==> src/rtl/rr_arb8.sv <==
// Eight-requester round-robin arbiter with a registered grant index and valid.
// Rotating priority pointer plus a hold timeout bound each grant's tenure.
module rr_arb8 #(
   parameter int unsigned MAX_HOLD = 4
) (
   input  logic       clk,
   input  logic       rst,
   input  logic [7:0] req,
   output logic [2:0] grant_idx,
   output logic       grant_valid
);

   localparam logic [3:0] MAX_HOLD_C = 4'(MAX_HOLD);

   typedef enum logic {
      IDLE,
      GRANT
   } state_t;

   state_t     state_q, state_d;
   logic [2:0] ptr_q, ptr_d;
   logic [3:0] hold_cnt_q, hold_cnt_d;
   logic [2:0] grant_idx_q, grant_idx_d;
   logic       grant_valid_q, grant_valid_d;

   logic [2:0] pick_idx;
   logic       pick_found;

   // Circular priority search starting at ptr_q; first hit wins.
   always_comb begin
      pick_idx   = ptr_q;
      pick_found = 1'b0;
      for (int unsigned i = 0; i < 8; i++) begin
         if (!pick_found && req[ptr_q + 3'(i)]) begin
            pick_idx   = ptr_q + 3'(i);
            pick_found = 1'b1;
         end
      end
   end

   always_comb begin
      state_d       = state_q;
      ptr_d         = ptr_q;
      hold_cnt_d    = hold_cnt_q;
      grant_idx_d   = grant_idx_q;
      grant_valid_d = grant_valid_q;
      case (state_q)
         IDLE: begin
            grant_valid_d = 1'b0;
            if (pick_found) begin
               grant_idx_d   = pick_idx;
               grant_valid_d = 1'b1;
               hold_cnt_d    = 4'd1;
               state_d       = GRANT;
            end
         end
         GRANT: begin
            if (!req[grant_idx_q] || (hold_cnt_q == MAX_HOLD_C)) begin
               grant_valid_d = 1'b0;
               ptr_d         = grant_idx_q + 3'd1;
               hold_cnt_d    = '0;
               state_d       = IDLE;
            end else begin
               hold_cnt_d = hold_cnt_q + 4'd1;
            end
         end
         default: begin
            grant_valid_d = 1'b0;
            hold_cnt_d    = '0;
            state_d       = IDLE;
         end
      endcase
   end

   always_ff @(posedge clk or posedge rst) begin
      if (rst) begin
         state_q       <= IDLE;
         ptr_q         <= '0;
         hold_cnt_q    <= '0;
         grant_idx_q   <= '0;
         grant_valid_q <= 1'b0;
      end else begin
         state_q       <= state_d;
         ptr_q         <= ptr_d;
         hold_cnt_q    <= hold_cnt_d;
         grant_idx_q   <= grant_idx_d;
         grant_valid_q <= grant_valid_d;
      end
   end

   assign grant_idx   = grant_idx_q;
   assign grant_valid = grant_valid_q;

endmodule

==> config.mk <==
export PLATFORM = sky130hd
export DESIGN_NAME = rr_arb8
export DESIGN_NICKNAME = d
export VERILOG_FILES = /design/src/rtl/rr_arb8.sv
export SDC_FILE = /design/constraint.sdc
export NUM_CORES = 1
export LEC_CHECK = 0
export BUFFER_PORTS_ARGS = -buffer_cell sky130_fd_sc_hd__buf_2
export CELL_PAD_IN_SITES_DETAIL_PLACEMENT = 1
export CELL_PAD_IN_SITES_GLOBAL_PLACEMENT = 1
export CORE_MARGIN = 3
export CORE_UTILIZATION = 35
export DETAILED_ROUTE_END_ITERATION = 10
export GPL_TIMING_DRIVEN = 0
export HOLD_SLACK_MARGIN = 0.15
export MAX_ROUTING_LAYER = met4
export PLACE_DENSITY_LB_ADDON = 0.3
export SLEW_MARGIN = 20
export SYNTH_ARGS = -nofsm -noshare
export SYNTH_HDL_FRONTEND = slang
export SYNTH_SLANG_ARGS = --single-unit
==> constraint.sdc <==
create_clock -name clk -period 4 [get_ports clk]
set_clock_uncertainty 0.15 [all_clocks]
set_input_delay 1 -clock clk [delete_from_list [all_inputs] [get_ports clk]]
set_output_delay 1 -clock clk [all_outputs]
set_load 0.01 [all_outputs]
Word-level counts from Yosys, hierarchy flattened --
Cells that the tools add are included.
Storage, ports and cells: input port bits 10, word-level logic and storage cells 86, register bits 12, output and inout port bits 4
Operators by class: reductions and logical operators 18, bitwise operators 1, eq/ne operators 3, multiplexer cells 41, add/sub/neg operators 9, order comparisons 9
Operators with widths (number):
- 3-bit by 4-bit less-than comparator with 1-bit output (second input constant) | 9
- 1-bit binary-select mux with 3-bit select | 9
- 3-bit 2-to-1 mux | 7
- 1-bit 2-to-1 mux | 20
- 3-bit adder (second input constant) | 4
- 1-bit zero test | 8
- 4-bit 2-to-1 mux | 2
- 4-bit one-hot mux with 2 select lines | 1
- 1-bit logical AND | 7
- 3-bit by 1-bit adder with 3-bit output (second input constant) | 2
- 3-bit by 2-bit adder with 3-bit output (second input constant) | 2
- 4-bit by 1-bit adder with 4-bit output (second input constant) | 1
- 4-bit by 3-bit equality test with 1-bit output (second input constant) | 1
- 1-bit one-hot mux with 2 select lines | 2
- 2-bit AND reduction | 2
- 2-bit by 1-bit != test with 1-bit output (second input constant) | 1
- 2-bit != test (second input constant) | 1
- 1-bit logical OR | 1
- 1-bit NOT | 1

Logic depth before layout (Yosys ltp) --
Gate-level depths: netlist (run 1).
depth in word-level cells 26, depth in mapped cells 14

Least setup slack after synthesis (run 1) --
No wires, ideal clock.
path kind register to register, start point register ptr_q[1], end point register grant_idx_q[1] (netlist: grant_idx[1]), setup slack 0.086 ns, cell stages (with the launch flop) 13, path buffers 3, required time 3.726 ns, arrival time 3.640 ns, cells stage by stage dfrtp_1 -> clkbuf_1 -> buf_1 -> clkinv_1 -> ha_1 -> buf_6 -> mux4_1 -> mux4_2 -> a311oi_4 -> nand2_2 -> o31ai_4 -> nor4bb_1 -> a211o_1
On the way: longest elaborated chain between the ends 25
Ends and longest elaborated chain:
- start: declaration | line 21 | logic [2:0] ptr_q, ptr_d;
- start signal: assignment | line 84 | ptr_q <= ptr_d;
- branches (longest 25 deep; another with 3-bit by 1-bit adder with 3-bit output)
- end signal: assignment | line 86 | grant_idx_q <= grant_idx_d;
- end: declaration | line 23 | logic [2:0] grant_idx_q, grant_idx_d;
Parallel ways; which one is timed is not known. The select of a mux whose other input is x is not followed. A chain may end at the register's enable or synchronous reset.

Final worst setup path (run 1) --
start point register ptr_q[0], end point register grant_idx_q[1] (netlist: grant_idx[1])
Same word-level chain as after synthesis.

==> run summary, run 1 <==
run status: finished clean
Yosys Warn Count: 0
critical path capture point type: flop
Die Ht: 75.3 µm
dpl cells: 238
WL/cell: 19.5 µm
WP data required: 3.97 ns
Syn-to-layout area delta: 12.2%
FFs w/ async S/R, synth: 100%
Min-Delay Path Class: reg -> reg
Worst Path Class, Setup: reg -> reg
clock sinks: 12
grt ovf: 0
Post-Synthesis Cells: 173
DR pass1 iterations: 4
largest net degree at the start of global routing: 13
final net count: 206
r2r endpoint: grant_idx[1]
DIE AREA: 5670 µm²
Reg2Reg Setup Slack: 0.16 ns
H-Tree Depth: 1
Fmax achieved: 261 MHz
initial antenna violation count: 0
ys flop type: dfrtp_1
number of max-cap violations: 0
Worst Setup EP: grant_idx[1]
gp weighted congestion: 0.924
RSZ-0062 raised after global routing: false
number of routed nets with antenna violations: 0
# diodes: 0
final cell count without fillers: 241
Worst-Skew Late Latency: 0.24 ns
Yosys cell types: 46
CTS Buf Count: 3
die width: 75.3 µm
global-route usage over all layers: 18.8%
core area: 4500 µm²
drt drc: 0
Port-buffer cells: 13
EDFF count, synth: 0
R2R depth: 12
Reg-to-Reg Start: ptr_q[0]
Final Max Tran Viols: 0
dpl hpwl: 3670 µm
average footprint of a synthesized cell: 9.72 µm²
share of layout cells above drive strength 1: 27.5%
Hold-fix buffers, CTS: 0
first-pass GRT wire length: 7980 µm
Worst Setup Start Kind: flop
CTS Root Buffer Type: clkbuf_8
number of DRC markers in iteration 0: 63
Vias/cell: 6.46
final setup vio count: 0
via count: 1558
crit path max fanout: 14
Slew HR: 51.1%
DRT Wirelength: 4690 µm
sequential area share after synthesis: 17.9%
Yosys reg bits: 12
clk slew on worst S/H paths: 0.05 ns
TritonCTS clock tree: built
origin of the worst setup path: ptr_q[0]
Initial Util: 37.3%
Crit path arrival time: 3.81 ns
# rows: 24
minimum clock period: 3.84 ns
# IOs: 14
measured slew at the worst slew-check pin: 0.732 ns
final hold vios: 0
syn_nets: 188
CTS Buffer Depth: 2
vias in the first global route: 1608
setup TNS: 0 ns
Final period util: 95.9%
synthesized area: 1680 µm²
==> flip-flops by register name, summed over array words and instances (netlist names) <==
register     count
state_q          1
hold_cnt_q       4
grant_valid      1
ptr_q            3
grant_idx        3
==> metal layers <==
layer / vias to the layer above / global-route usage [%] / part of all wire [%]
met5: - / - / 0
met4: 0 / 2.14 / 0.85
met3: 10 / 2.90 / 3.5
met2: 44 / 30.7 / 50
met1: 787 / 25.7 / 46
li1: 717 / - / -
==> worst min-delay path by stage <==
stage                  start       endpoint  slack (ns)  cells after the start
2_1_floorplan  hold_cnt_q[3]  hold_cnt_q[3]        0.30                      1
3_3_place_gp   hold_cnt_q[3]  hold_cnt_q[3]        0.33                      1
3_5_place_dp   hold_cnt_q[3]  hold_cnt_q[3]        0.33                      1
4_1_cts        hold_cnt_q[3]  hold_cnt_q[3]        0.34                      1
5_1_grt        hold_cnt_q[3]  hold_cnt_q[3]        0.36                      1
6_report       hold_cnt_q[3]  hold_cnt_q[3]        0.34                      1
==> placed cells by master, fill, tap and decap left out, types with 3 or more instances in the layout <==
cell type,instances
mux2_2,9
inv_1,11
clkbuf_8,3
buf_6,3
nor3_1,3
nor2_1,12
o31ai_1,5
mux2i_1,5
a22oi_1,3
mux4_2,13
mux4_1,5
xnor2_1,3
and3_1,3
nand2_1,11
a31oi_1,4
nand3_1,4
ha_1,5
dfrtp_1,11
o21ai_0,13
nand2b_1,3
buf_2,14
a21oi_1,7
==> what timing repair did <==
item	in CTS	in global routing
setup buffers	0	2
endpoints found under the setup margin	9	9
resized for setup	6	9
pin swaps	0	2
==> Yosys cell counts, types with 4 or more instances <==
cell      count  area share (%)
inv_1        11             2.5
ha_1          5             3.7
o31ai_1       5             2.2
mux2_2        9             6.0
mux2i_1       6             3.6
mux4_1        5             7.8
a31oi_1       4             1.5
nor2_1       12             2.7
dfrtp_1      12              18
mux4_2       13              17
a21oi_1       7             2.1
nand2_1      11             2.5
nand3_1       4             1.2
clkbuf_1      5             1.1
o21ai_0      13             3.9
==> critical path: stages (launching register included) <==
cell	delay (ns)
dfrtp_1	0.38
buf_6	0.20
inv_1	0.11
clkbuf_4	0.20
ha_1	0.31
buf_6	0.15
mux4_1	0.59
mux4_2	0.52
a311oi_4	0.34
nand2_2	0.13
o31ai_4	0.27
nor4bb_1	0.09
a211o_1	0.28
==> area by class of cell <==
| cell class | instances | area (µm²) |
|---|---|---|
| multi-input combinational | 138 | 1290 |
| timing repair buffer | 15 | 80.1 |
| inverter | 13 | 52.6 |
| sequential | 12 | 302 |
| buffer | 8 | 58.8 |
| fill | 531 | 2620 |
| tap | 52 | 65.1 |
| clock buffer | 3 | 41.3 |
==> kinds of logic after synthesis <==
family	share of synthesized area, %
compound gates	21.1
simple gates	14.1
mux	34.8
buf+inv	5.80
flops	17.9
xor+xnor	2.60
fa+ha+maj	3.72
==> per-stage QoR <==
stage / utilization, % / setup slack (ns) / area [µm²] / hold WS [ns]
2_1_floorplan: - / 0.0862 / 1680 / 0.295
3_3_place_gp: 40.2 / -0.619 / 1810 / 0.327
3_5_place_dp: 40.2 / -0.668 / 1810 / 0.328
4_1_cts: 41.3 / 0.0364 / 1860 / 0.337
5_1_grt: 41.9 / 0.0163 / 1890 / 0.361
6_report: 41.9 / 0.162 / 1890 / 0.342
Power of run 1 is not shown: default switching activity piles up to over one toggle a cycle in this logic, so the estimate is an artifact.
==> run 2: changes to the inputs <==
--- a/config.mk
+++ b/config.mk
@@ -15,6 +15,7 @@
 export HOLD_SLACK_MARGIN = 0.15
 export MAX_ROUTING_LAYER = met4
 export PLACE_DENSITY_LB_ADDON = 0.3
+export RECOVER_POWER = 50
 export SLEW_MARGIN = 20
 export SYNTH_ARGS = -nofsm -noshare
 export SYNTH_HDL_FRONTEND = slang
==> run 2 against run 1 <==
  * Sequential share of layout area about the same
  * Register-to-register slack about the same
  * Die area unchanged
  * Sequential cell count unchanged
  * Core utilization decreased by 0.056 points
  * Count of clock-buffer cells in the layout unchanged
  * Design area decreased by 0.13%
  * Non-clock buffer count unchanged
  * Cell count unchanged
  * Highest routed layer unchanged
==> run summary, run 2 (synthesis results as in run 1) <==
run status: finished clean
CTS Root Buffer Type: clkbuf_8
Worst Setup Start Kind: flop
Min-Delay Path Class: reg -> reg
initial antenna violation count: 0
WL/cell: 19.5 µm
Port-buffer cells: 13
die width: 75.3 µm
max incr delay on CP: 0.59 ns
# rows: 24
dpl cells: 238
Biggest register: hold_cnt_q
clock sinks: 12
Worst-Skew Late Latency: 0.24 ns
Final period util: 95.9%
CTS Buffer Depth: 2
grt ovf: 0
Multi-input gate area: 1290 µm²
dpl hpwl: 3670 µm
critical path capture point type: flop
max reg flops: 4
Seq. cell area: 302 µm²
Worst Path Class, Setup: reg -> reg
final net count: 206
global-route usage over all layers: 18.8%
Reg2Reg Setup Slack: 0.16 ns
Syn-to-layout area delta: 12.1%
TritonCTS clock tree: built
fillers: 533
Vias/cell: 6.46
largest net degree at the start of global routing: 13
Fmax achieved: 261 MHz
crit path max fanout: 14
CP max-delay cell: mux4_1
hold wc startpoint: hold_cnt_q[3]
Critical Path Most Common Cell: buf_6
Final Max Tran Viols: 0
WP data required: 3.97 ns
Initial Util: 37.3%
final hold vios: 0
number of max-cap violations: 0
core area: 4500 µm²
# diodes: 0
vias in the first global route: 1608
DR pass1 iterations: 4
first-pass GRT wire length: 7980 µm
minimum clock period: 3.84 ns
setup TNS: 0 ns
gp weighted congestion: 0.924
measured slew at the worst slew-check pin: 0.732 ns
clk slew on worst S/H paths: 0.05 ns
number of DRC markers in iteration 0: 63
H-Tree Depth: 1
Slew HR: 51.1%
CTS Buf Count: 3
final worst slack: 0.162 ns
Hold-fix buffers, CTS: 0
origin of the worst setup path: ptr_q[0]
share of layout cells above drive strength 1: 26.5%
commonest cells after routing, fill and taps aside: 13 x mux4_2, 13 x o21ai_0, 12 x buf_2, 12 x nor2_1
DIE AREA: 5670 µm²
crit-path cells: buf_6, inv_1, clkbuf_4, ha_1, buf_6, mux4_1, mux4_2, a311oi_4, nand2_2, o31ai_4, nor4bb_1, a211o_1
final setup vio count: 0
dpl ws: -0.668 ns
RSZ-0062 raised after global routing: false
# IOs: 14
number of routed nets with antenna violations: 0
Die Ht: 75.3 µm
final core utilization: 41.8%
via count: 1558
Crit path arrival time: 3.81 ns
DRT Wirelength: 4690 µm
Reg-to-Reg Start: ptr_q[0]
final cell count without fillers: 241
drt drc: 0
-- run 2: cell count changes in the layout (fill, tap and decap cells not counted), sizes merged --
cell,delta
clkbuf,+2
buf,-2
-- run 2: cell type report --
| class | instances | area share, % |
|---|---|---|
| buffer | 8 | 3.12 |
| clock buffer | 3 | 2.19 |
| inverter | 13 | 2.79 |
| multi-input combinational | 138 | 68.3 |
| sequential | 12 | 16.0 |
| tap | 52 | 3.45 |
| timing repair buffer | 15 | 4.12 |
-- run 2: critical path, delay by kind of cell, from the launching register on --
family / cells / cell delay, ns
multiplexers: 2 / 1.11
AND/OR/NAND/NOR: 2 / 0.22
flip-flops: 1 / 0.38
adder cells (fa/ha/maj): 1 / 0.31
AO/OA/AOI/OAI: 3 / 0.89
buffers and inverters: 4 / 0.66
-- run 2: per-stage QoR --
stage / hold WS (ns) / cell area [µm²]
floorplan: 0.295 / 1680
global placement: 0.327 / 1810
detailed placement: 0.328 / 1810
CTS: 0.337 / 1860
global route: 0.361 / 1880
finish: 0.342 / 1880
-- run 2: per-layer routing --
metal | vias to the layer above | GRT usage (%) | wire length [µm]
met4 | 0 | 2.14 | 40
li1 | 717 | - | -
met5 | - | - | 0
met3 | 10 | 2.90 | 163
met2 | 44 | 30.7 | 2330
met1 | 787 | 25.7 | 2160
-- run 2: worst paths after layout --
| check | end | cells past startpoint |
|---|---|---|
| setup reg to reg | grant_idx[1] | 12 |
| max in group asynchronous | ptr_q[1] | 2 |
| hold reg to reg | hold_cnt_q[3] | 1 |
| setup / recovery | grant_idx[1] | 12 |
| hold / removal | hold_cnt_q[3] | 1 |
| min in group asynchronous | ptr_q[0] | 2 |
-- run 2: timing repair --
item	CTS	global route
pin swaps	0	2
endpoints found under the hold margin	0	0
buffers inserted	0	2
setup endpoints to repair	9	9
gates resized for setup	6	9
Power of run 2 is left out for the same reason.
==> run 3: changes to the inputs <==
--- a/config.mk
+++ b/config.mk
@@ -15,7 +15,7 @@
 export HOLD_SLACK_MARGIN = 0.15
 export MAX_ROUTING_LAYER = met4
 export PLACE_DENSITY_LB_ADDON = 0.3
-export RECOVER_POWER = 50
+export RECOVER_POWER = 100
 export SLEW_MARGIN = 20
 export SYNTH_ARGS = -nofsm -noshare
 export SYNTH_HDL_FRONTEND = slang
==> run 3 against run 2 <==
  * Register-to-register slack is essentially flat
  * Hold slack worse by 0.00087 ns
  * Non-clock buffer count did not move
  * Critical path type unchanged
  * Routed wire length about the same
  * Maximum frequency grew 0.26%
==> run summary, run 3 (synthesis results as in run 1) <==
run status: finished clean
Min-Delay Path Class: reg -> reg
CTS Root Buffer Type: clkbuf_8
clk slew on worst S/H paths: 0.05 ns
DIE AREA: 5670 µm²
H-Tree Depth: 1
CTS Buffer Depth: 2
CP Buf/Inv Count: 4
dpl cell area: 1810 µm²
# rows: 24
measured slew at the worst slew-check pin: 0.732 ns
clock sinks: 12
WL/cell: 19.5 µm
number of routed nets with antenna violations: 0
Worst Setup Start Kind: flop
grt ovf: 0
number of DRC markers in iteration 0: 63
initial antenna violation count: 0
die width: 75.3 µm
# IOs: 14
CTS Buf Count: 3
R2R depth: 12
vias in the first global route: 1608
# diodes: 0
Critical Path Stages: 12
Critical Path Most Common Cell: buf_6
critical path capture point type: flop
final net count: 206
final worst slack: 0.172 ns
max reg flops: 4
Port-buffer cells: 13
Final Max Tran Viols: 0
Hold-fix buffers, CTS: 0
Syn-to-layout area delta: 11.8%
final core utilization: 41.8%
gp weighted congestion: 0.924
RSZ-0062 raised after global routing: false
final hold vios: 0
Biggest register: hold_cnt_q
Vias/cell: 6.44
crit-path cells: buf_6, inv_1, clkbuf_4, ha_1, buf_6, mux4_1, mux4_2, a311oi_4, nand2_2, o31ai_4, nor4bb_1, a211o_1
Initial Util: 37.3%
Worst Path Class, Setup: reg -> reg
drt drc: 0
DR pass1 iterations: 4
dpl hpwl: 3670 µm
Die Ht: 75.3 µm
final setup vio count: 0
Slew HR: 51.0%
TritonCTS clock tree: built
CP max-delay cell: mux4_1
via count: 1551
global-route usage over all layers: 18.8%
max incr delay on CP: 0.58 ns
dpl ws: -0.668 ns
Hold Crit Depth: 1
CP delay by family, top: multiplexers
Worst-Skew Late Latency: 0.24 ns
WP data required: 3.97 ns
final instance area: 1880 µm²
first-pass GRT wire length: 7980 µm
Final period util: 95.7%
final hold slack: 0.341 ns
largest net degree at the start of global routing: 13
share of layout cells above drive strength 1: 24.9%
fillers: 531
Fmax achieved: 261 MHz
Crit path arrival time: 3.80 ns
number of max-cap violations: 0
crit path max fanout: 14
minimum clock period: 3.83 ns
DRT Wirelength: 4690 µm
commonest cells after routing, fill and taps aside: 13 x mux4_2, 13 x o21ai_0, 12 x nor2_1
core area: 4500 µm²
run 3: cell count changes in the layout (fill, tap and decap cells not counted), sizes merged:
cell and delta:
buf -3, clkbuf +3
run 3: per-layer routing:
layer,track usage [%],up-vias,share of wire [%]
li1,-,717,-
met1,25.7,786,47
met2,30.7,38,49
met3,2.90,10,2.8
met4,2.14,0,0.85
met5,-,-,0
run 3: final timing paths:
kind,start,endpoint,slack (ns)
worst max register to register,ptr_q[0],grant_idx[1],0.17
worst max-delay path,ptr_q[0],grant_idx[1],0.17
min in group asynchronous,rst,ptr_q[0],0.61
max in group asynchronous,rst,ptr_q[1],2.76
worst min-delay path,hold_cnt_q[3],hold_cnt_q[3],0.34
worst min register to register,hold_cnt_q[3],hold_cnt_q[3],0.34
run 3: per-stage QoR:
| stage | cells | setup TNS [ns] |
|---|---|---|
| global route | 241 | 0 |
| finish | 241 | 0 |
| global placement | 238 | -4.41 |
| detailed placement | 238 | -4.86 |
| CTS | 240 | 0 |
| floorplan | 173 | 0 |
run 3: final cells by class:
type	count	area, µm²	area share [%]
Timing Repair Buffer	15	73.8	3.93
Tap cell	52	65.1	3.46
Inverter	13	52.6	2.79
Clock buffer	3	41.3	2.20
Buffer	8	58.8	3.13
Multi-Input combinational cell	138	1290	68.5
Sequential cell	12	302	16.0
run 3: what timing repair did:
item | in CTS | in global routing
endpoints found under the setup margin | 9 | 9
setup buffers | 0 | 2
pin swaps | 0 | 2
resized for setup | 6 | 9
Power of run 3 is left out for the same reason.
